`src/rtl/shift_seq_pkg.sv`:
```
// shift_seq_pkg: shared types and constants for the shift register sequencer.
// Optional clock divider: define SHIFT_SEQ_CLKDIV_EN.
package shift_seq_pkg;

  typedef enum logic [2:0] {
    IDLE,
    LOAD,
    SHIFT,
    CAPT,
    RESP
  } state_e;

  localparam logic MODE_PISO = 1'b0;
  localparam logic MODE_SIPO = 1'b1;
  localparam logic DIR_RIGHT = 1'b0;
  localparam logic DIR_LEFT  = 1'b1;

endpackage

```
`src/rtl/shift_seq_pacer.sv`:
```
// shift_seq_pacer: bit counter and shift tick generator for the sequencer.
// Optional divider (div low cycles between ticks) under SHIFT_SEQ_CLKDIV_EN.
module shift_seq_pacer
  import shift_seq_pkg::*;
#(
  parameter int WIDTH = 4,
  parameter int CNT_W = $clog2(WIDTH + 1)
`ifdef SHIFT_SEQ_CLKDIV_EN
  ,
  parameter int DIV_W = 4
`endif
) (
  input  logic             clk,
  input  logic             rst,
  input  logic             clear,
  input  logic             run,
`ifdef SHIFT_SEQ_CLKDIV_EN
  input  logic             accept,
  input  logic [DIV_W-1:0] div,
`endif
  output logic             tick,
  output logic             last
);

  logic [CNT_W-1:0] cnt;

`ifdef SHIFT_SEQ_CLKDIV_EN
  logic [DIV_W-1:0] div_q;
  logic [DIV_W-1:0] gap;

  // gap counts the idle cycles left before the next tick
  always_ff @(posedge clk) begin
    if (rst) begin
      div_q <= '0;
      gap   <= '0;
    end else begin
      if (accept)
        div_q <= div;
      if (clear)
        gap <= '0;
      else if (tick)
        gap <= div_q;
      else if (gap != '0)
        gap <= gap - 1'b1;
    end
  end

  assign tick = run & (gap == '0);
`else
  assign tick = run;
`endif

  always_ff @(posedge clk) begin
    if (rst)
      cnt <= '0;
    else if (clear)
      cnt <= '0;
    else if (tick)
      cnt <= cnt + 1'b1;
  end

  assign last = (cnt == CNT_W'(WIDTH - 1));

endmodule

```
`src/rtl/shift_seq_ctrl.sv`:
```
// shift_seq_ctrl: command/response sequencer for the universal shift register.
// Optional divided shift rate: define SHIFT_SEQ_CLKDIV_EN (adds div port).
module shift_seq_ctrl
  import shift_seq_pkg::*;
#(
  parameter int WIDTH = 4,
  parameter int CNT_W = $clog2(WIDTH + 1)
`ifdef SHIFT_SEQ_CLKDIV_EN
  ,
  parameter int DIV_W = 4
`endif
) (
  input  logic             clk,
  input  logic             rst,
  input  logic             cmd_valid,
  output logic             cmd_ready,
  input  logic             cmd_mode,
  input  logic             cmd_dir,
  input  logic [WIDTH-1:0] cmd_data,
`ifdef SHIFT_SEQ_CLKDIV_EN
  input  logic [DIV_W-1:0] div,
`endif
  output logic             sr_ld,
  output logic             sr_shft_en,
  output logic             sr_mode,
  output logic             sr_dir,
  output logic [WIDTH-1:0] sr_pa_in,
  input  logic [WIDTH-1:0] sr_pa_out,
  output logic             rsp_valid,
  input  logic             rsp_ready,
  output logic [WIDTH-1:0] rsp_data,
  output logic             busy
);

  state_e           state;
  state_e           state_nxt;
  logic [WIDTH-1:0] data_q;
  logic             accept;
  logic             tick;
  logic             last;

  assign cmd_ready = (state == IDLE) & ~rst;
  assign accept    = cmd_valid & cmd_ready;
  assign busy      = (state != IDLE);

  shift_seq_pacer #(
    .WIDTH (WIDTH),
    .CNT_W (CNT_W)
`ifdef SHIFT_SEQ_CLKDIV_EN
    ,
    .DIV_W (DIV_W)
`endif
  ) u_pacer (
    .clk    (clk),
    .rst    (rst),
    .clear  (state == LOAD),
    .run    (state == SHIFT),
`ifdef SHIFT_SEQ_CLKDIV_EN
    .accept (accept),
    .div    (div),
`endif
    .tick   (tick),
    .last   (last)
  );

  always_ff @(posedge clk) begin
    if (rst)
      state <= IDLE;
    else
      state <= state_nxt;
  end

  // mode/dir stay on the register pins until the next acceptance
  always_ff @(posedge clk) begin
    if (rst) begin
      sr_mode  <= MODE_PISO;
      sr_dir   <= DIR_RIGHT;
      data_q   <= '0;
      rsp_data <= '0;
    end else begin
      if (accept) begin
        sr_mode <= cmd_mode;
        sr_dir  <= cmd_dir;
        data_q  <= cmd_data;
      end
      if (state == CAPT)
        rsp_data <= (sr_mode == MODE_SIPO) ? sr_pa_out : '0;
    end
  end

  always_comb begin
    state_nxt  = state;
    sr_ld      = 1'b0;
    sr_shft_en = 1'b0;
    sr_pa_in   = '0;
    rsp_valid  = 1'b0;
    unique case (state)
      IDLE: begin
        if (accept)
          state_nxt = LOAD;
      end
      LOAD: begin
        sr_ld     = 1'b1;
        sr_pa_in  = (sr_mode == MODE_PISO) ? data_q : '0;
        state_nxt = SHIFT;
      end
      SHIFT: begin
        sr_shft_en = tick;
        if (tick && last)
          state_nxt = CAPT;
      end
      CAPT: begin
        state_nxt = RESP;
      end
      RESP: begin
        rsp_valid = 1'b1;
        if (rsp_ready)
          state_nxt = IDLE;
      end
      default: begin
        state_nxt = IDLE;
      end
    endcase
  end

endmodule
```
`config.mk`:
```
export PLATFORM = sky130hd
export DESIGN_NAME = shift_seq_ctrl
export DESIGN_NICKNAME = d
export VERILOG_FILES = /design/src/rtl/shift_seq_pkg.sv /design/src/rtl/shift_seq_pacer.sv /design/src/rtl/shift_seq_ctrl.sv
export SDC_FILE = /design/constraint.sdc
export NUM_CORES = 1
export LEC_CHECK = 0
export ABC_AREA = 1
export CAP_MARGIN = 20
export CORE_MARGIN = 2
export CORE_UTILIZATION = 45
export DETAILED_ROUTE_END_ITERATION = 10
export PLACE_DENSITY = 0.81
export SYNTH_ARGS = -nofsm -noshare
export SYNTH_HDL_FRONTEND = slang
export SYNTH_HIERARCHICAL = 1
export SYNTH_SLANG_ARGS = --single-unit
```
`constraint.sdc`:
```
create_clock -name clk -period 3.6 [get_ports clk]
set_input_delay 0.72 -clock clk [delete_from_list [all_inputs] [get_ports clk]]
set_output_delay 0.72 -clock clk [all_outputs]
set_load 0.05 [all_outputs]
```
Yosys cells after proc, flatten, opt, wreduce, memory -nomap -nowiden
Cells that the tools add are included.
- bits in registers: 16
- bits of input ports: 14
- output and inout port bits: 15
- $add $sub $neg: 1
- equal/unequal tests: 8
- muxes and demuxes: 10
- bitwise gates (word level): 3
- reductions and logical operators: 5
- operator list (kind ; number):
    3-bit case mux with 5 select lines ; 1
    4-bit 2-to-1 mux ; 3
    3-bit by 2-bit equality test with 1-bit output (second input constant) ; 3
    3-bit 2-to-1 mux ; 3
    2-bit != test (second input constant) ; 2
    3-bit by 1-bit adder with 3-bit output (second input constant) ; 1
    3-bit by 1-bit equality test with 1-bit output (second input constant) ; 1
    3-bit equality test (second input constant) ; 1
    3-bit zero test ; 1
    1-bit 2-to-1 mux ; 3
    3-bit AND reduction ; 1
    3-bit nonzero test ; 1
    1-bit AND ; 2
    2-bit by 1-bit != test with 1-bit output (second input constant) ; 1
    2-bit OR reduction ; 1
    1-bit logical AND ; 1
    1-bit inverter ; 1

Longest topological paths before layout
Gate-level depths: netlist (run 1).
- depth after elaboration: 5
- depth in mapped cells: 10
- gate-level depth less buffers: 9

Modules after synthesis
The synthesis (run 1) kept the hierarchy.
- by module, submodules not included (module ; times used ; cells each ; area each (sq um)):
    shift_seq_ctrl ; 1 ; 89 ; 609.3
    shift_seq_pacer ; 1 ; 24 ; 162.7

Least setup slack after synthesis (run 1)
OpenSTA, ideal clock, no wires.
- path type: register to output
- start: register state[0]
- end: output port cmd_ready
- arrival time: 1594 ps
- path slack: 1286 ps
- cell stages (with the launch flop): 4
- path through: dfxtp_1 -> nor2_4 -> nand2_1 -> nor2_1
- longest elaborated chain between the ends: 2
- RTL lines (what ; line ; source):
    start: declaration ; shift_seq_ctrl.sv:35 ; state_e state;
    start signal: assignment ; shift_seq_ctrl.sv:70 ; state <= state_nxt;
    3-bit zero test ; shift_seq_ctrl.sv:42 ; assign cmd_ready = (state == IDLE) & ~rst;
    1-bit AND ; shift_seq_ctrl.sv:42 ;
    end: declaration ; shift_seq_ctrl.sv:16 ; output logic cmd_ready,
Every way passes these cells.

Final worst setup path (run 1)
- start: register state[0]
- end: output port sr_shft_en
- longest elaborated chain between the ends: 2
- RTL lines (what ; line ; source):
    3-bit by 2-bit equality test with 1-bit output ; shift_seq_ctrl.sv:57, shift_seq_ctrl.sv:97 ;
    1-bit 2-to-1 mux ; shift_seq_ctrl.sv:97 ; unique case (state)
    end: declaration ; shift_seq_ctrl.sv:24 ; output logic sr_shft_en,
Every way passes these cells.

==> results of run 1 <==
where the power goes:
group / switching, W / leakage [nW] / internal [W] / total [W]
clock network: 0.0000555 / 0.0138 / 0.0000388 / 0.0000943
logic: 0.000140 / 0.334 / 0.0000756 / 0.000215
registers: 0.0000208 / 0.131 / 0.000199 / 0.000220
tightest hold or removal path, cell delays in order, from the launching register on:
cell,delay [ns]
dfxtp_1,0.32
nand3_1,0.07
nand2_1,0.04
worst min-delay path by stage:
stage | slack, ns | end | startpoint | depth (start not counted)
finish | 0.47 | data_q[3]$_SDFFE_PP0P_ | data_q[3]$_SDFFE_PP0P_ | 2
global route | 0.49 | data_q[1]$_SDFFE_PP0P_ | data_q[1]$_SDFFE_PP0P_ | 2
CTS | 0.47 | data_q[1]$_SDFFE_PP0P_ | data_q[1]$_SDFFE_PP0P_ | 2
detailed placement | 0.46 | data_q[1]$_SDFFE_PP0P_ | data_q[1]$_SDFFE_PP0P_ | 2
global placement | 0.45 | data_q[1]$_SDFFE_PP0P_ | data_q[1]$_SDFFE_PP0P_ | 2
floorplan | 0.45 | data_q[0]$_SDFFE_PP0P_ | data_q[0]$_SDFFE_PP0P_ | 2
through the flow:
step / setup slack [ns] / power (W) / util (%)
after CTS: 0.755 / 0.000534 / 69.5
after floorplan: 1.29 / 0.000374 / -
after global routing: 0.595 / 0.000567 / 69.5
after detailed placement: 0.830 / 0.000439 / 68.1
after global placement: 0.818 / 0.000432 / 68.1
final: 0.765 / 0.000529 / 69.5
sequential cells by signal (all words and copies together), names as in the netlist:
name	flops
sr_mode	1
rsp_data	4
sr_dir	1
u_pacer/cnt	3
state	3
data_q	4
routing by layer:
metal	GRT usage, %	part of all wire [%]
met1	26.6	48
met2	30.1	48
met3	4.76	3.1
met4	10.6	0.53
met5	0	0
layout make-up:
class | instances | share of cell area (%)
multi-input cells | 78 | 33.9
inverters | 17 | 6.00
clock buffers | 3 | 2.08
well taps | 16 | 1.85
flip-flops and latches | 16 | 29.6
repair buffers | 29 | 26.6
cell families (layout without fill, tap and decap cells):
group                    Yosys count  count (layout)  synth area share, %
AND/OR/NAND/NOR                   69              69                 39.5
adder cells (fa/ha/maj)            2               2                 3.24
buffers and inverters             19              49                 10.9
flip-flops                        16              16                 41.5
AO/OA/AOI/OAI                      7               7                 4.86
cell usage in the layout, fill, tap and decap left out:
cell type	Yosys	final
a21oi_1	6	6
dfxtp_1	16	16
inv_2	2	2
nand3_2	1	1
nand2_1	34	34
o211ai_1	1	1
nand3_1	9	9
clkbuf_4	0	3
clkinv_2	1	1
buf_4	1	1
nor2_2	1	1
clkdlybuf4s50_1	0	28
nor2_1	21	21
nand4_4	1	1
ha_1	2	2
inv_1	14	14
nor2_4	1	1
nor3_1	1	1
==> results.py, run 1 <==
metrics = {
    "cells_and_area": {
        "nets": 161,
        "ff_latch_area_um2": 320,
        "instances_no_fill": 159,
        "synthToLayoutAreaGrowth_pct": 40.4,
        "multi_input_area_um2": 368,
        "fillers": 140,
        "design_area_um2": 1080,
        "drive_gt1_share_pct": 7.69,
        "diodes": 0,
    },
    "power": {
        "p_per_area_nw_per_um2": 488,
        "total_leakage_power_nw": 0.478,
        "vdd_drop_max_uv": 291,
    },
    "clock_network": {
        "cts_resized": 0,
        "clk_pin_slew_worst_paths_ns": 0.09,
        "cts_sinks": 16,
        "clockBufferDepth": 2,
        "tritoncts": "done",
        "cts_buffers": 3,
        "clkLatencyLatePin_ns": 0.28,
        "clockRootBuffer": "clkbuf_4",
        "h-tree-depth": 1,
        "cts_setup_buffers": 0,
        "holdBufCountCts": 0,
    },
    "setup_path": {
        "critPathTopFamily": "buffers and inverters",
        "crit_required_ns": 2.88,
        "start_kind": "flop",
        "worst_path_most_repeated_cell": "inv_1",
        "crit_fanout": 8,
        "crit_type": "flop to primary output",
        "cp-endpoint": "sr_shft_en",
        "crit_chain": "nor2_4 > nand2_1 > inv_1 > inv_1 > nor2_1 > clkdlybuf4s50_1",
        "path_buf_inv": 3,
        "worst_setup_path_end_kind": "primary output",
        "timing.rr.end": "u_pacer/cnt[2]$_SDFFE_PP0P_",
        "max_stage_delay_ns": 0.80,
        "cp.depth": 6,
        "crit_start": "state[0]$_SDFFE_PP0P_",
        "cp_slowest_cell": "clkdlybuf4s50_1",
        "r2r_start": "state[1]$_SDFFE_PP0P_",
        "worst-r2r-setup-slack_ns": 2.25,
        "reg2reg_depth": 6,
        "arrival_ns": 2.11,
    },
    "placed_design": {
        "dp_cells": 156,
        "place_hpwl_um": 1280,
        "port_buffers": 28,
        "place_congestion": 0.770,
        "postPlaceCellArea_um2": 1060,
    },
    "grt": {
        "grt_overflow": 0,
        "grt_pass1_wl_um": 2950,
        "grt_start_max_net_pins": 10,
        "grtUsageTotal_pct": 20.1,
        "antenna_found_initial": 0,
        "grt_pass1_vias": 689,
    },
    "synthesis": {
        "yosys-top-cells-count": "34 x nand2_1, 21 x nor2_1, 16 x dfxtp_1",
        "synthCells": 113,
        "postSynthAreaPerCell_um2": 6.83,
        "yosysUniqueCellTypes": 17,
        "synth_fp_nets": 129,
        "synth.largest_area_cell": "dfxtp_1",
        "synth-seq-cells": 16,
        "synth_edf_count": 0,
        "synth.area.top_cells": "dfxtp_1 41%, nand2_1 17%, nor2_1 10%",
        "async_reset_ff_share_pct": 0,
        "synthMostInstantiatedCell": "nand2_1",
        "ys.flop_type": "dfxtp_1",
        "synth_seq_area_share_pct": 41.5,
        "synth_top_area_share_pct": 41.5,
        "synthesis.area_um2": 772,
        "ys_warn_count": 6,
    },
    "die": {
        "core_area_um2": 1560,
        "fp.dieH_um": 45.4,
        "pin_count": 29,
        "dieArea_um2": 2060,
        "rows": 14,
        "fp.dieW_um": 45.4,
        "start_util_pct": 49.5,
    },
    "sta": {
        "fin_setup_tns_ns": 0,
        "fin_crit_sh_pct": 78.7,
        "fin_skew_ns": 0.00313,
        "hold_slack_ns": 0.468,
        "hold_viol_final": 0,
        "slew_viol_final": 0,
        "max_freq_ghz": 0.353,
        "finalCriticalPeriod_ns": 2.83,
        "setup_viol": 0,
        "worst_pin_slew_ns": 0.506,
        "relSlewSlack_pct": 66.1,
        "rsz0062_at_grt": "no",
    },
    "hold_path": {
        "hold_path.class": "flop to flop",
    },
    "job": {
        "max_cap_violations": 0,
    },
    "routing": {
        "routedWlPerCell_um": 10.6,
        "drtIter0Drc": 9,
        "dr.pass1.iters": 4,
        "antenna_left": 0,
        "vias": 753,
        "wirelength_um": 1690,
        "route.detailed.drc": 0,
        "via_per_inst": 4.74,
    },
    "run_status": {
        "status": "finished clean",
    },
}
Note: power is estimated with default switching activity, not from simulation.
==> run 2: changes to the inputs <==
CORE_UTILIZATION = 42   (was 45)
PLACE_DENSITY = 0.77   (was 0.81)
clock period = 2.8 ns   (was 3.6 ns; I/O delays follow)
==> run 2 against run 1 <==
Final cell count up 6.3%. Non-clock buffer count unchanged. Largest cell class unchanged. Largest power group is now combinational logic. Total power up 35%. Critical endpoint is now sr_pa_in[0].
==> results.py, run 2 (synthesized netlist as in run 1, its figures left out) <==
metrics = {
    "run_status": {
        "status": "finished clean",
    },
    "cells_and_area": {
        "fillers": 159,
        "drive_gt1_share_pct": 9.03,
        "mostFrequentLayoutCell": "nand2_1",
        "diodes": 0,
        "nets": 161,
        "largestRegisters": "data_q: 4 flops, rsp_data: 4 flops",
        "design_area_um2": 1120,
        "synthToLayoutAreaGrowth_pct": 45.2,
        "layout_common_cells": "34 x nand2_1, 26 x clkdlybuf4s50_1, 21 x nor2_1",
    },
    "clock_network": {
        "tritoncts": "done",
        "clkLatencyLatePin_ns": 0.28,
        "clk_pin_slew_worst_paths_ns": 0.10,
        "clockRootBuffer": "clkbuf_4",
        "h-tree-depth": 1,
        "holdBufCountCts": 0,
        "cts_sinks": 16,
        "cts_buffers": 3,
        "clockBufferDepth": 2,
    },
    "routing": {
        "routedWlPerCell_um": 9.50,
        "vias": 751,
        "wl_met3_um": 70,
        "antenna_left": 0,
        "dr.pass1.iters": 4,
        "met2_length_um": 732,
        "drtIter0Drc": 15,
        "met1Wirelength_um": 792,
        "via_per_inst": 4.44,
        "wirelength_um": 1610,
        "routed.top_layer": "met4",
        "route.detailed.drc": 0,
    },
    "setup_path": {
        "crit_chain": "inv_1 > nand3_1 > nor2_1 > clkdlybuf4s50_1",
        "worst-r2r-setup-slack_ns": 1.46,
        "crit_required_ns": 2.24,
        "reg2reg_depth": 6,
        "start_kind": "flop",
        "cp-endpoint": "sr_pa_in[0]",
        "crit_type": "flop to primary output",
        "worst_setup_path_end_kind": "primary output",
        "crit_fanout": 6,
        "r2r_start": "state[1]$_SDFFE_PP0P_",
        "cp_slowest_cell": "clkdlybuf4s50_1",
        "critPathTopFamily": "buffers and inverters",
        "crit_start": "state[1]$_SDFFE_PP0P_",
        "arrival_ns": 2.03,
        "max_stage_delay_ns": 0.82,
        "path_buf_inv": 2,
        "cp.depth": 4,
        "timing.rr.end": "u_pacer/cnt[0]$_SDFFE_PP0P_",
    },
    "sta": {
        "max_freq_ghz": 0.386,
        "relSlewSlack_pct": 66.6,
        "rsz0062_at_grt": "no",
        "hold_slack_ns": 0.474,
        "finalCriticalPeriod_ns": 2.59,
        "fin_setup_tns_ns": 0,
        "slew_viol_final": 0,
        "hold_viol_final": 0,
        "worst_pin_slew_ns": 0.499,
        "fin_crit_sh_pct": 92.5,
        "setup_viol": 0,
        "fin_skew_ns": 0.00541,
    },
    "power": {
        "p_per_area_nw_per_um2": 639,
        "total_leakage_power_nw": 0.509,
        "power_w": 0.000716,
        "vdd_drop_max_uv": 387,
    },
    "die": {
        "fp.dieW_um": 46.9,
        "dieArea_um2": 2200,
        "start_util_pct": 44.7,
        "rows": 15,
        "core_area_um2": 1730,
        "fp.dieH_um": 46.9,
        "pin_count": 29,
    },
    "grt": {
        "antenna_found_initial": 0,
        "grt_pass1_wl_um": 2580,
        "grtUsageTotal_pct": 16.6,
        "grt_start_max_net_pins": 10,
        "grt_overflow": 0,
        "grt_pass1_vias": 644,
    },
    "placed_design": {
        "place_congestion": 0.829,
        "place_hpwl_um": 1260,
        "postPlaceCellArea_um2": 1080,
        "port_buffers": 28,
    },
    "hold_path": {
        "min_path_cells": 2,
        "hold_path.class": "flop to flop",
    },
    "job": {
        "max_cap_violations": 0,
    },
}
==> run 2: cell count changes in the layout (fill, tap and decap cells not counted) <==
cell	before	now
dlymetal6s2s_1	0	1
clkbuf_8	0	1
clkdlybuf4s50_1	28	26
buf_12	0	1
==> run 2: worst min-delay path by stage <==
stage                                         to              startpoint  slack (ns)
after floorplan           data_q[0]$_SDFFE_PP0P_  data_q[0]$_SDFFE_PP0P_        0.45
after global placement    data_q[3]$_SDFFE_PP0P_  data_q[3]$_SDFFE_PP0P_        0.45
after detailed placement  data_q[3]$_SDFFE_PP0P_  data_q[3]$_SDFFE_PP0P_        0.46
after CTS                 data_q[3]$_SDFFE_PP0P_  data_q[3]$_SDFFE_PP0P_        0.48
after global routing      data_q[1]$_SDFFE_PP0P_  data_q[1]$_SDFFE_PP0P_        0.51
final                     data_q[3]$_SDFFE_PP0P_  data_q[3]$_SDFFE_PP0P_        0.47
==> run 2: what timing repair did <==
action,in CTS,in global routing
buffers inserted,0,0
resized for setup,0,1
setup endpoints to repair,0,1
==> run 2: area by class of cell <==
cell class	count	area, um^2	share of cell area [%]
well taps	25	31.3	2.79
inverters	17	65.1	5.80
repair buffers	29	300	26.8
multi-input cells	78	368	32.8
flip-flops and latches	16	320	28.6
clock buffers	4	36.3	3.24
==> run 2: through the flow <==
step / util [%] / instances / setup slack, ns
3_5_place_dp: 62.7 / 165 / 0.462
5_1_grt: 64.9 / 169 / 0.0737
6_report: 64.9 / 169 / 0.209
4_1_cts: 64.8 / 169 / 0.146
2_1_floorplan: - / 113 / 0.646
3_3_place_gp: 62.7 / 165 / 0.494
==> run 2: where the power goes <==
| part | switching (W) | total, W | internal [W] |
|---|---|---|---|
| Sequential | 0.0000262 | 0.000282 | 0.000256 |
| Combinational | 0.000179 | 0.000284 | 0.000105 |
| Clock | 0.0000712 | 0.000150 | 0.0000790 |
| Total | 0.000277 | 0.000716 | 0.000439 |
==> run 2: worst reg2reg max path: cells and delay by family (launching register included) <==
family,cells,cell delay [ns]
AND/OR/NAND/NOR,3,0.54
flip-flops,1,0.44
buffers and inverters,3,0.31
==> run 2: layer usage <==
layer	track usage (%)	up-vias
met3	4.62	2
met4	6.67	0
met1	20.3	323
met5	0	-
li1	-	407
met2	27.4	19
